--- src/rtl/dcache_direct.sv ---
// Direct-mapped, write-through, no-write-allocate data cache with one word per line.
// Read hits are served combinationally; misses and stores run a req/ack transaction to backing memory.
module dcache_direct #(
  parameter int SETS       = 16,
  parameter int ADDR_WIDTH = 32,
  parameter int DATA_WIDTH = 32
) (
  input  logic                  clk,
  input  logic                  reset,
  input  logic                  cpu_re,
  input  logic                  cpu_we,
  input  logic [ADDR_WIDTH-1:0] cpu_addr,
  input  logic [DATA_WIDTH-1:0] cpu_wdata,
  output logic [DATA_WIDTH-1:0] cpu_rdata,
  output logic                  stall,
  input  logic                  flush,
  output logic                  mem_req,
  output logic                  mem_we,
  output logic [ADDR_WIDTH-1:0] mem_addr,
  output logic [DATA_WIDTH-1:0] mem_wdata,
  input  logic [DATA_WIDTH-1:0] mem_rdata,
  input  logic                  mem_ack
);

  localparam int IDX_W = $clog2(SETS);
  localparam int TAG_W = ADDR_WIDTH - 2 - IDX_W;

  typedef enum logic [1:0] {S_IDLE, S_FILL, S_WRITE} state_t;

  state_t                  r_state;
  state_t                  w_state_next;
  logic [SETS-1:0]         r_valid;
  logic [TAG_W-1:0]        r_tag  [SETS];
  logic [DATA_WIDTH-1:0]   r_data [SETS];
  logic [ADDR_WIDTH-3:0]   r_addr_word;
  logic [DATA_WIDTH-1:0]   r_wdata;
  logic [DATA_WIDTH-1:0]   r_rdata;

  logic [IDX_W-1:0]        w_cpu_idx;
  logic [TAG_W-1:0]        w_cpu_tag;
  logic [IDX_W-1:0]        w_lat_idx;
  logic [TAG_W-1:0]        w_lat_tag;
  logic                    w_cpu_hit;
  logic                    w_lat_hit;
  logic                    w_latch;
  logic                    w_flush_all;
  logic                    w_fill;
  logic                    w_wr_upd;
  logic [DATA_WIDTH-1:0]   w_rdata;
  logic                    w_unused_addr_bits;

  assign w_unused_addr_bits = &{1'b0, cpu_addr[1:0]};

  assign w_cpu_idx = cpu_addr[2 +: IDX_W];
  assign w_cpu_tag = cpu_addr[ADDR_WIDTH-1 -: TAG_W];
  assign w_lat_idx = r_addr_word[IDX_W-1:0];
  assign w_lat_tag = r_addr_word[ADDR_WIDTH-3 -: TAG_W];

  assign w_cpu_hit = r_valid[w_cpu_idx] && (r_tag[w_cpu_idx] == w_cpu_tag);
  assign w_lat_hit = r_valid[w_lat_idx] && (r_tag[w_lat_idx] == w_lat_tag);

  // The request fields come only from latched registers, so they stay stable until ack.
  assign mem_addr  = {r_addr_word, 2'b00};
  assign mem_wdata = r_wdata;
  assign cpu_rdata = w_rdata;

  always_comb begin
    w_state_next = r_state;
    stall        = 1'b0;
    mem_req      = 1'b0;
    mem_we       = 1'b0;
    w_latch      = 1'b0;
    w_flush_all  = 1'b0;
    w_fill       = 1'b0;
    w_wr_upd     = 1'b0;
    w_rdata      = r_rdata;
    case (r_state)
      S_IDLE: begin
        if (flush) begin
          // Flush wins this cycle; a concurrent access retries next cycle and misses.
          w_flush_all = 1'b1;
          stall       = cpu_we | cpu_re;
        end else if (cpu_we) begin
          stall        = 1'b1;
          w_latch      = 1'b1;
          w_state_next = S_WRITE;
        end else if (cpu_re) begin
          if (w_cpu_hit) begin
            w_rdata = r_data[w_cpu_idx];
          end else begin
            stall        = 1'b1;
            w_latch      = 1'b1;
            w_state_next = S_FILL;
          end
        end
      end
      S_FILL: begin
        mem_req = 1'b1;
        stall   = ~mem_ack;
        if (mem_ack) begin
          w_fill       = 1'b1;
          w_rdata      = mem_rdata;
          w_state_next = S_IDLE;
        end
      end
      S_WRITE: begin
        mem_req = 1'b1;
        mem_we  = 1'b1;
        stall   = ~mem_ack;
        if (mem_ack) begin
          w_wr_upd     = w_lat_hit;
          w_state_next = S_IDLE;
        end
      end
      default: w_state_next = S_IDLE;
    endcase
  end

  always_ff @(posedge clk) begin
    if (reset) begin
      r_state <= S_IDLE;
      r_valid <= '0;
      r_rdata <= '0;
    end else begin
      r_state <= w_state_next;
      r_rdata <= w_rdata;
      if (w_flush_all) begin
        r_valid <= '0;
      end else if (w_fill) begin
        r_valid[w_lat_idx] <= 1'b1;
      end
    end
  end

  always_ff @(posedge clk) begin
    if (w_latch) begin
      r_addr_word <= cpu_addr[ADDR_WIDTH-1:2];
      r_wdata     <= cpu_wdata;
    end
  end

  // Tag/data arrays carry no reset; the valid vector alone defines their meaning.
  always_ff @(posedge clk) begin
    if (!reset && w_fill) begin
      r_tag[w_lat_idx]  <= w_lat_tag;
      r_data[w_lat_idx] <= mem_rdata;
    end else if (!reset && w_wr_upd) begin
      r_data[w_lat_idx] <= r_wdata;
    end
  end

endmodule

--- config.mk ---
export PLATFORM = sky130hd
export DESIGN_NAME = dcache_direct
export DESIGN_NICKNAME = d
export VERILOG_FILES = /design/src/rtl/dcache_direct.sv
export SDC_FILE = /design/constraint.sdc
export NUM_CORES = 1
export LEC_CHECK = 0
export CAP_MARGIN = 40
export CORE_MARGIN = 1.5
export CORE_UTILIZATION = 45
export DETAILED_ROUTE_END_ITERATION = 8
export GPL_ROUTABILITY_DRIVEN = 0
export SLEW_MARGIN = 15
export SYNTH_ARGS = -nofsm -noshare
export SYNTH_HDL_FRONTEND = slang
export SYNTH_SLANG_ARGS = --single-unit
export TNS_END_PERCENT = 1
--- constraint.sdc ---
create_clock -name clk -period 24.5 [get_ports clk]
set_input_delay 7.35 -clock clk [delete_from_list [all_inputs] [get_ports clk]]
set_output_delay 7.35 -clock clk [all_outputs]
set_load 0.01 [all_outputs]
==> impl_metrics.tcl <==
set metrics [dict create \
    run_status "finished clean" \
    multi_input_area_sq_mm 0.0137 \
    gr-usage-met3 0.0403 \
    cts-resized-gates 0 \
    clkTransAtPathRegs_ns 0.06 \
    wirelength_microns 116000 \
    clock_sinks 1044 \
    drive_gt1_frac 0.288 \
    synth.avg_cell_area_sq_um 20.0 \
    critPathRequiredTime_ns 17.15 \
    synth_top_area_share 0.661 \
    final_common_cell "edfxtp_1" \
    skew_ns 0.0194 \
    grt_usage 0.231 \
    p_total_w 0.00402 \
    arrival_ns 12.91 \
    initial_utilization 0.456 \
    grt_start_max_net_pins 68 \
    synth_area_leaders "edfxtp_1 66%, mux4_2 19%, dfxtp_1 2.4%, mux2_2 2.0%, mux2i_1 1.7%" \
    fin_nets 2586 \
    max-clock-path-buffers 3 \
    num_rows 115 \
    critical_path_class "in -> out" \
    drcViolationCount 0 \
    top_usage_layer "met2" \
    synth_edf_count 990 \
    synthDistinctLibCells 63 \
    viasPerCell 6.09 \
    finalCriticalPeriod_ns 20.26 \
    grt_pass1_wl_microns 171000 \
    cts_hold_buf 0 \
    fillCellCount 7684 \
    synthFlopType "edfxtp_1" \
    post_drt_wl_per_cell_microns 30.2 \
    hp-class "reg -> reg" \
    synth_area_sq_mm 0.0450 \
    ys.warnings.count 0 \
    finalHoldViolCount 0 \
    dr.pass1.iters 5 \
    die_h_microns 319 \
    yosysSeqAreaShare 0.685 \
    cts_root_buf "clkbuf_16" \
    maxClockFrequency_mhz 49.4 \
    timing.hold.ws_ns 0.496 \
    clk_latency_ns 0.68 \
    crit_path_end_kind "primary output" \
    dp_hpwl_microns 64700 \
    register_area_sq_mm 0.0308 \
    start_kind "input port" \
    setup-tns-final_ns 0 \
    setup_viol 0 \
    antenna_left 0 \
    grt_use_met2 0.386 \
    area_growth_syn_to_layout_pct 15.8 \
    cts_buffers 107 \
    powerDensity_mw_per_mm2 77.2 \
    antenna_found_initial 4 \
    period_share 0.827 \
    overflow 0 \
    mostFrequentLayoutCells "990 x edfxtp_1, 372 x mux4_2, 191 x clkdlybuf4s50_1" \
    worst_slew_pin_slew_ns 0.987 \
    relSlewSlack 0.333 \
    synth-seq-cells 1044 \
    antenna_cells 0 \
    postCtsSetupRepairBufs 0 \
    cts_tree "done" \
    yosysTopAreaCell "edfxtp_1" \
    crit_fanout 33 \
    vias 23472 \
    die_area_sq_mm 0.102 \
    rsz0062_at_grt "no" \
    drtIter0Drc 2309 \
    htree_levels 3 \
    fp.dieW_microns 319 \
    cap_violations 0 \
    slew_violations 0 \
    cellLeakagePower_nw 16.8 \
    grt_util_met1 0.318 \
    core_sq_mm 0.0987 \
    syn_inst 2246 \
    grt_pass1_vias 24554 \
    design.portCount 201 \
    ir_drop_uv 60.1 \
    synthArstFlopShare 0 \
    port_buffers 196 \
]
[report_power, final]
part / internal (W) / switching [W] / leakage, nW / total (W)
Combinational: 0.000206 / 0.000227 / 5.78 / 0.000433
Clock: 0.000891 / 0.000666 / 1.62 / 0.00156
Sequential: 0.00199 / 0.0000425 / 9.36 / 0.00203
Total: 0.00308 / 0.000936 / 16.8 / 0.00402
[final cells by class]
cell class / instances / share of cell area
Multi-Input combinational cell: 1056 / 0.262
Timing Repair Buffer: 262 / 0.0503
Sequential cell: 1044 / 0.592
Clock buffer: 149 / 0.0558
Tap cell: 1287 / 0.0309
Clock inverter: 50 / 0.00819
Inverter: 9 / 0.000697
[kinds of logic (layout without fill, tap and decap cells)]
group,count (synthesis),count (layout),synth area share
muxes,573,573,0.239
AOI/OAI and AO/OA,114,114,0.0160
xor gates and xnor gates,56,56,0.0111
DFF,1044,1044,0.685
and+or+nand+nor,307,307,0.0308
other,1,2,0.0000834
buffers and inverters,147,470,0.0171
adders and majority gates,4,4,0.00111
[metrics by stage]
stage               cell area (sq um)  cells  setup WS [ns]  utilization
floorplan                       45000   2247           6.84            -
global placement                48500   3647           4.17        0.491
detailed placement              48700   3656           4.16        0.493
CTS                             52000   3855           4.15        0.527
global route                    52100   3857           4.02        0.528
finish                          52100   3857           4.24        0.528
[final timing paths]
| check | startpoint | end | slack (ns) | depth (start not counted) |
|---|---|---|---|---|
| worst min register to register | r_valid[7] | r_valid[7] | 0.50 | 2 |
| worst min-delay path | r_valid[7] | r_valid[7] | 0.50 | 2 |
| worst max-delay path | cpu_addr[5] | cpu_rdata[9] | 4.24 | 14 |
| worst max register to register | flip-flop | r_data[14][6] | 18.27 | 11 |
[registers in the layout (all words and copies together) (netlist names), named ones only]
name	flops
r_data	512
r_tag	416
mem_wdata	32
r_rdata	32
r_addr_word	30
r_valid	16
r_state	2
[layer usage]
| layer | share of wire | vias up |
|---|---|---|
| met5 | 0.00045 | - |
| met2 | 0.50 | 865 |
| met4 | 0.019 | 8 |
| met3 | 0.065 | 168 |
| met1 | 0.41 | 12618 |
| li1 | - | 9813 |
[Yosys cell counts, drive strengths merged, types with 3 or more instances]
cell type  count
a211oi         5
a21oi         52
a221oi         7
a22oi          4
a2bb2oi        3
and3           3
buf           84
clkbuf        54
dfxtp         54
edfxtp       990
ha             4
inv            8
mux2         120
mux2i         75
mux4         378
nand2        158
nand2b        16
nand3          5
nand4          7
nor2          64
nor2b         14
nor3          10
nor4           9
o211ai         7
o21ai         12
o22ai          8
or3            5
xnor2         31
xor2          25
[worst max-delay path, stage by stage]
cell	delay [ns]
buf_2	0.09
buf_4	0.32
inv_4	0.63
buf_4	0.65
mux2i_1	0.26
mux2i_1	0.11
xnor2_1	0.51
nand4_1	0.34
nor4bb_1	0.92
nand4_1	0.16
buf_4	0.38
mux2_1	0.41
nand2_1	0.07
clkdlybuf4s50_1	0.54
Note: power is estimated with default switching activity, not from simulation.
